==> src/rtl/cpu_types_pkg.sv <==
// Shared types for the dcache snoop responder: FSM states, snoop address layout, cache geometry.
package cpu_types_pkg;

  localparam int WAYS      = 2;
  localparam int BLK_WORDS = 2;
  localparam int WORD_W    = 32;

  typedef enum logic [2:0] {
    IDLE,
    LOOKUP,
    SEND0,
    SEND1,
    UPDATE,
    DONE
  } snoop_state_t;

  // Field layout at the default geometry (8 sets, 26-bit tag).
  typedef struct packed {
    logic [25:0] tag;
    logic [2:0]  idx;
    logic        blkoff;
    logic [1:0]  bytoff;
  } dcache_snp_addr_t;

endpackage

==> src/rtl/snoop_tag_match.sv <==
// Combinational 2-way tag compare for the snoop lookup; way0 wins a double match.
module snoop_tag_match
  import cpu_types_pkg::*;
#(
  parameter int TAG_W = 26
) (
  input  logic [WAYS*TAG_W-1:0] way_tag,
  input  logic [WAYS-1:0]       way_valid,
  input  logic [TAG_W-1:0]      tag,
  output logic                  hit,
  output logic                  hit_way
);

  logic [WAYS-1:0] match;

  generate
    for (genvar gi = 0; gi < WAYS; gi++) begin : g_match
      assign match[gi] = way_valid[gi] && (way_tag[gi*TAG_W +: TAG_W] == tag);
    end
  endgenerate

  assign hit     = |match;
  assign hit_way = ~match[0] & match[1];

endmodule

==> src/rtl/snoop_responder.sv <==
// Snoop responder for one dcache: tag lookup, two-word write-back of M lines, S/I downgrade.
// Optional LL/SC link clearing on invalidating snoops is enabled by defining LLSC_SNOOP_EN.
module snoop_responder
  import cpu_types_pkg::*;
#(
  parameter int SETS  = 8,
  parameter int IDX_W = 3
) (
  input  logic                              CLK,
  input  logic                              nRST,
  input  logic                              ccwait,
  input  logic                              ccinv,
  input  logic [31:0]                       ccsnoopaddr,
  input  logic                              dwait,
  output logic                              cctrans,
  output logic                              ccwrite,
  output logic [31:0]                       dstore,
  output logic [31:0]                       daddr,
  output logic [IDX_W-1:0]                  snp_idx,
  input  logic [WAYS-1:0]                   way_valid,
  input  logic [WAYS-1:0]                   way_dirty,
  input  logic [WAYS*(29-IDX_W)-1:0]        way_tag,
  input  logic [WAYS*BLK_WORDS*WORD_W-1:0]  way_data,
  output logic                              snp_wen,
  output logic                              snp_way,
  output logic                              snp_valid_n,
  output logic                              snp_dirty_n,
  output logic                              snoop_busy,
  output logic                              link_clear,
  input  logic [31:0]                       link_addr
);

  localparam int TAG_W = 29 - IDX_W;

  snoop_state_t state_reg, state_next;
  logic [28:0]  addr_reg;   // snooped block address, bits [31:3]
  logic         inv_reg;
  logic         way_reg;

  logic             hit, hit_way, hit_dirty;
  logic             word_sel;
  logic             sending;
  logic [WORD_W-1:0] blk_words [WAYS*BLK_WORDS];

  snoop_tag_match #(.TAG_W(TAG_W)) u_tag_match (
    .way_tag   (way_tag),
    .way_valid (way_valid),
    .tag       (addr_reg[28:IDX_W]),
    .hit       (hit),
    .hit_way   (hit_way)
  );

  assign hit_dirty = way_dirty[hit_way];

  generate
    for (genvar gi = 0; gi < WAYS*BLK_WORDS; gi++) begin : g_words
      assign blk_words[gi] = way_data[gi*WORD_W +: WORD_W];
    end
  endgenerate

  always_ff @(posedge CLK) begin
    if (nRST) begin
      state_reg <= IDLE;
      addr_reg  <= '0;
      inv_reg   <= 1'b0;
      way_reg   <= 1'b0;
    end else begin
      state_reg <= state_next;
      if (state_reg == IDLE && ccwait) begin
        addr_reg <= ccsnoopaddr[31:3];
        inv_reg  <= ccinv;
      end
      if (state_reg == LOOKUP) begin
        way_reg <= hit_way;
      end
    end
  end

  // Losing ccwait before UPDATE abandons the snoop with the line untouched.
  always_comb begin
    state_next = state_reg;
    case (state_reg)
      IDLE:    if (ccwait) state_next = LOOKUP;
      LOOKUP: begin
        if (!ccwait)                state_next = IDLE;
        else if (hit && hit_dirty)  state_next = SEND0;
        else if (hit)               state_next = UPDATE;
        else                        state_next = DONE;
      end
      SEND0: begin
        if (!ccwait)     state_next = IDLE;
        else if (!dwait) state_next = SEND1;
      end
      SEND1: begin
        if (!ccwait)     state_next = IDLE;
        else if (!dwait) state_next = UPDATE;
      end
      UPDATE:  state_next = DONE;
      DONE:    if (!ccwait) state_next = IDLE;
      default: state_next = IDLE;
    endcase
  end

  assign sending  = (state_reg == SEND0) || (state_reg == SEND1);
  assign word_sel = (state_reg == SEND1);

  assign snoop_busy  = (state_reg != IDLE);
  assign cctrans     = (state_reg == LOOKUP) || sending || (state_reg == UPDATE);
  assign ccwrite     = sending;
  assign snp_wen     = (state_reg == UPDATE);
  assign snp_way     = (state_reg == UPDATE) && way_reg;
  assign snp_valid_n = (state_reg == UPDATE) && !inv_reg;
  assign snp_dirty_n = 1'b0;
  assign snp_idx     = addr_reg[IDX_W-1:0];
  assign dstore      = sending ? blk_words[{way_reg, word_sel}] : '0;
  assign daddr       = sending ? {addr_reg, word_sel, 2'b00} : '0;

`ifdef LLSC_SNOOP_EN
  logic link_clear_reg;
  logic entering_end;

  // Fires once on the first UPDATE/DONE cycle, not again on UPDATE -> DONE.
  assign entering_end = ((state_next == UPDATE) || (state_next == DONE)) &&
                        !((state_reg == UPDATE) || (state_reg == DONE));

  always_ff @(posedge CLK) begin
    if (nRST) begin
      link_clear_reg <= 1'b0;
    end else begin
      link_clear_reg <= entering_end && inv_reg && (addr_reg == link_addr[31:3]);
    end
  end

  assign link_clear = link_clear_reg;

  logic unused_sink;
  assign unused_sink = &{1'b0, ccsnoopaddr[2:0], link_addr[2:0], SETS[0]};
`else
  assign link_clear = 1'b0;

  logic unused_sink;
  assign unused_sink = &{1'b0, ccsnoopaddr[2:0], link_addr, SETS[0]};
`endif

endmodule

==> config.mk <==
export PLATFORM = sky130hd
export DESIGN_NAME = snoop_responder
export DESIGN_NICKNAME = d
export VERILOG_FILES = /design/src/rtl/cpu_types_pkg.sv /design/src/rtl/snoop_tag_match.sv /design/src/rtl/snoop_responder.sv
export SDC_FILE = /design/constraint.sdc
export NUM_CORES = 1
export LEC_CHECK = 0
export BUFFER_PORTS_ARGS = -buffer_cell sky130_fd_sc_hd__buf_2
export CAP_MARGIN = 5
export CORE_AREA = 5 5 123 125
export DETAILED_ROUTE_END_ITERATION = 6
export DIE_AREA = 0 0 128 130
export PLACE_DENSITY = 0.67
export SYNTH_ARGS = -nofsm -noshare
export SYNTH_HDL_FRONTEND = slang
export SYNTH_SLANG_ARGS = --single-unit
==> constraint.sdc <==
create_clock -name CLK -period 4.7 [get_ports CLK]
set_input_delay 0.705 -clock CLK [delete_from_list [all_inputs] [get_ports CLK]]
set_output_delay 0.705 -clock CLK [all_outputs]
set_load 0.02 [all_outputs]
After elaboration in Yosys (flattened, before gate mapping):

Index checks and enable logic that the tools add are counted.

* register bits: 34
* bits in latches: 0
* RAM bits: 0
* memory bits (read-only): 0
* input bits: 253
* output and inout bits: 75
* word-level logic and storage cells: 51
* memories kept: 0

* add/subtract/negate cells: 0
* $mul: 0
* divide/modulo/power cells: 0
* order comparisons: 2
* equal/unequal tests: 11
* shifts and indexed selects: 0
* muxes and demuxes: 17
* bitwise logic cells: 3
* reduce and logical (&&, ||, !) cells: 14

Operator list (number)
* 2-to-1 mux 32 bit: 4
* binary-select mux 32 bit (select 2 bit): 1
* equality test 26 bit: 2
* 2-to-1 mux 3 bit: 8
* one-hot mux 3 bit (6 select lines): 1
* equality test 3 x 2 -> 1 bit, second input constant: 2
* equality test 3 bit, second input constant: 2
* logical AND 1 bit: 6
* inequality test 3 bit, second input constant: 2
* inequality test 2 bit, second input constant: 2
* AND reduction 4 bit: 1
* equality test 3 x 1 -> 1 bit, second input constant: 1
* greater-or-equal comparator 3 bit, second input constant: 1
* logical NOT 3 bit: 1
* logical OR 1 bit: 3
* 2-to-1 mux 1 bit: 3
* NOT 2 -> 3 bit: 1
* nonzero test 3 bit: 1
* < comparator 1 x 2 -> 1 bit, second input constant: 1
* OR reduction 2 bit: 1
* bitwise AND 1 bit: 1
* logical NOT 1 bit: 1
* NOT 1 bit: 1

Logic depth before layout (Yosys ltp):

* depth in word-level cells: 10
* depth in mapped cells: 7
* gate-level depth less buffers: 6

Modules after synthesis:

A second synthesis with hierarchy kept.

* cell total of the unflattened synthesis: 358
* area total of the unflattened synthesis: 3200.6 um^2

Modules (own cells, without submodules)
* snoop_responder: times used 1, cells each 286, area an instance 2625.0 um^2, seq. area each 680.7 um^2
* snoop_tag_match: times used 1, cells each 72, area an instance 575.6 um^2, seq. area each 0.0 um^2

Worst setup path before layout:

OpenSTA, ideal clock, no wires.

* kind: register to output
* start point: register way_reg
* end point: output dstore[23]
* arrival time: 1.718 ns
* setup slack: 2.277 ns
* cell stages (with the launch flop): 5
* path buffers: 2
* path through: dfxtp_1 > buf_2 > buf_1 > mux4_2 > and2_1

* cells in the longest elaborated chain, start to end: 5

RTL lines
* start: declaration: RTL line snoop_responder.sv:38 `logic way_reg;`
* start signal: assignment: RTL line snoop_responder.sv:74 `way_reg <= hit_way;`
* NOT 2 -> 3 bit (not written as such): RTL line snoop_responder.sv:115 `assign dstore = sending ? blk_words[{way_reg, word_sel}] : '0;`
* binary-select mux 32 bit (select 2 bit): RTL line snoop_responder.sv:115
* 2-to-1 mux 32 bit (not written as such) (2 in series): RTL line snoop_responder.sv:115
* 2-to-1 mux 32 bit: RTL line snoop_responder.sv:115
* end: declaration: RTL line snoop_responder.sv:17 `output logic [31:0] dstore,`

No other way between the ends. The select of a mux whose other input is x is not followed.

Final worst setup path:

* start point: register state_reg[2]
* end point: output dstore[19]

* cells in the longest elaborated chain, start to end: 6
* elaborated cells on any way between the ends: 8

RTL lines
* start: declaration: RTL line snoop_responder.sv:35 `snoop_state_t state_reg, state_next;`
* start signal: assignment: RTL line snoop_responder.sv:68 `state_reg <= state_next;`
* equality test 3 x 2 -> 1 bit: RTL line snoop_responder.sv:104, snoop_responder.sv:105
* NOT 2 -> 3 bit (not written as such): RTL line snoop_responder.sv:115
* binary-select mux 32 bit (select 2 bit): RTL line snoop_responder.sv:115
* 2-to-1 mux 32 bit (not written as such) (2 in series): RTL line snoop_responder.sv:115
* 2-to-1 mux 32 bit *: RTL line snoop_responder.sv:115

Mark *: on every way between the ends. The rest lies on a longest branch, timed or not. The select of a mux whose other input is x is not followed.

==> metrics <==
run status completed; max-cap violations 0; Hold Vio Cnt, Final 0; vias in the first global route 3779; Fill cells 1487; Post-CTS Setup Bufs 0; post-route clock period utilization 65.84%; overall routing resource usage 16.84%; Req. time, crit path 3.99 ns; Post-Place Cells 805; CP Capture Type output port; Worst-Margin Slew 0.9781 ns; max FFs per register 29; # port buffers 288; Register Area 681.9 um2; CTS tree done; Final ANT Viol Nets 0; relative slew slack 34.44%; Clock Tree Buf Depth 2; post-synthesis sequential area ratio 21.70%; Synth Flop Type dfxtp_1; Root Buffer clkbuf_16; Core Region 13770 um2; Post-Layout Cell Count 815; Iter 0 DRT Violations 109; power per cell area 229.7 nW/um2; vias post-DR 3699; FMAX 323.2 MHz; P_leak 2.338 nW; HP Class register to register; TritonCTS Buffers 5; post-DP HPWL 12.76 mm; warnings from Yosys 0; area grow syn2layout 55.41%; RSZ-0062 raised after global routing no; hold_buf cts 0; largest net degree at the start of global routing 64; worst r2r src state_reg[2]; EDFF count, synth 0; worst endpoint data arrival time 2.39 ns; Setup TNS 0 ns; Synth async-reset ratio 0%; Crit Path Max Fanout 26; Setup-failing EPs final 0; Pre-antenna DRT Iters 6; Starting Density 22.77%; post-DR vias/cell 4.539; Worst-path clk slew 0.05 ns; post-DR wirelength/cell 18.41 um; min-delay src addr_reg[0]; skew final 0.007030 ns; Mapped Cells 363; later-pin clock latency in the skew report 0.28 ns; min Tclk post-route 3.095 ns; critical setup path kind register to output port; Synth Register Bits 34; CTS H-tree lvls 2; Yosys cell types 33; number of remaining DRC errors 0; Total Wirelength 15.00 mm; routability cong. 0.8057; CP Launch Point state_reg[2]; mapped cell area 3137 um2; VDD IR max 0.1935 mV; initial antenna violation count 4; full die area 16640 um2; first-pass GRT wire length 21.11 mm; Worst setup SP type register; Die H 130 um; Worst Hold Depth 2; fin. max-slew vios 0; I/O pins 328; post-cts sizing count 0; Rows 43; mean area per synthesized cell 8.641 um2; GRT overflow 0; FF-to-FF path depth 5; Multi-input gate area 2310 um2; layout cell share with drive strength beyond 1 53.40%; width of the die 128 um; post-layout net count 885; CTS Sinks 34
==> cell type report <==
| class | count | area share [%] |
|---|---|---|
| Clock inverter | 2 | 0.7700 |
| Sequential cell | 34 | 13.99 |
| Tap cell | 180 | 4.620 |
| Timing Repair Buffer | 293 | 30.34 |
| Inverter | 2 | 0.1540 |
| Antenna cell | 2 | 0.1027 |
| Multi-Input combinational cell | 296 | 47.38 |
| Clock buffer | 6 | 2.644 |
==> report_power, final <==
part	switching, mW	internal [mW]
Combinational	0.175	0.183
Clock	0.128	0.250
Sequential	0.0614	0.323
Total	0.364	0.756
==> kinds of logic (layout without fill, tap and decap cells) <==
logic type	Yosys count	in the layout	share of synthesized area (%)
flip-flops	34	34	21.70
multiplexers	33	33	23.29
AND/OR/NAND/NOR	165	165	27.76
AO/OA/AOI/OAI	41	41	6.901
other	1	6	0.1196
buffers and inverters	36	303	5.425
XOR/XNOR	53	53	14.80
==> per-layer routing <==
layer / vias up / global-route usage [%] / routed length [um]
met2: 199 / 30.47 / 7409
met4: 4 / 4.557 / 239
li1: 1781 / - / -
met5: - / 0 / 23
met1: 1698 / 18.94 / 5705
met3: 17 / 5.690 / 1626
==> metrics by stage <==
step	util, %	instance area [um2]	hold slack [ns]	worst slack [ns]	power, mW
global route	35.39	4875	0.4926	1.483	1.188
CTS	35.36	4870	0.4742	1.594	1.140
finish	35.39	4875	0.4665	1.605	1.120
floorplan	-	3148	0.4367	2.277	0.5815
global placement	34.15	4703	0.4554	1.895	0.7476
detailed placement	34.15	4703	0.4667	1.889	0.7549
==> critical path: stages, from the launching register on <==
cell and delay [ns]:
dfxtp_1 0.65, nor2b_4 0.07, nand2_1 0.29, buf_4 0.40, mux4_2 0.38, and2_1 0.17
buf_2 0.15
==> cell usage in the layout (no fill, tap or decap), drive strengths merged, types with 4 or more instances in the layout <==
master	synthesis	routed
nor2	8	8
clkbuf	18	6
xnor2	50	50
nand3	4	4
conb	1	4
nand2	63	63
mux4	32	32
a21oi	33	33
and2	62	62
nand4	12	12
dfxtp	34	34
buf	16	293
==> synth_stat cells, types with 2 or more instances <==
cell type / n / area, um2
o21ai_0: 3 / 15.01
buf_1: 2 / 7.510
and2_1: 61 / 381.6
nand3_1: 4 / 20.02
nand2_1: 63 / 236.5
nor2b_1: 3 / 18.77
o22ai_1: 2 / 12.51
buf_2: 7 / 35.03
mux4_2: 32 / 720.7
xor2_1: 3 / 26.28
clkbuf_1: 18 / 67.56
xnor2_1: 50 / 437.9
dfxtp_1: 34 / 680.7
or3_1: 2 / 12.51
buf_4: 7 / 52.55
a21oi_1: 33 / 165.2
nand4_1: 12 / 75.07
nor3_1: 3 / 15.01
nor2_1: 8 / 30.03
nand2b_1: 2 / 12.51
inv_1: 2 / 7.510
==> final timing paths <==
check                      end  slack [ns]
setup / recovery    dstore[19]        1.61
hold / removal     addr_reg[0]        0.47
setup reg to reg  addr_reg[17]        2.54
hold reg to reg    addr_reg[0]        0.47
No activity file was read; power rests on OpenSTA's default activity.
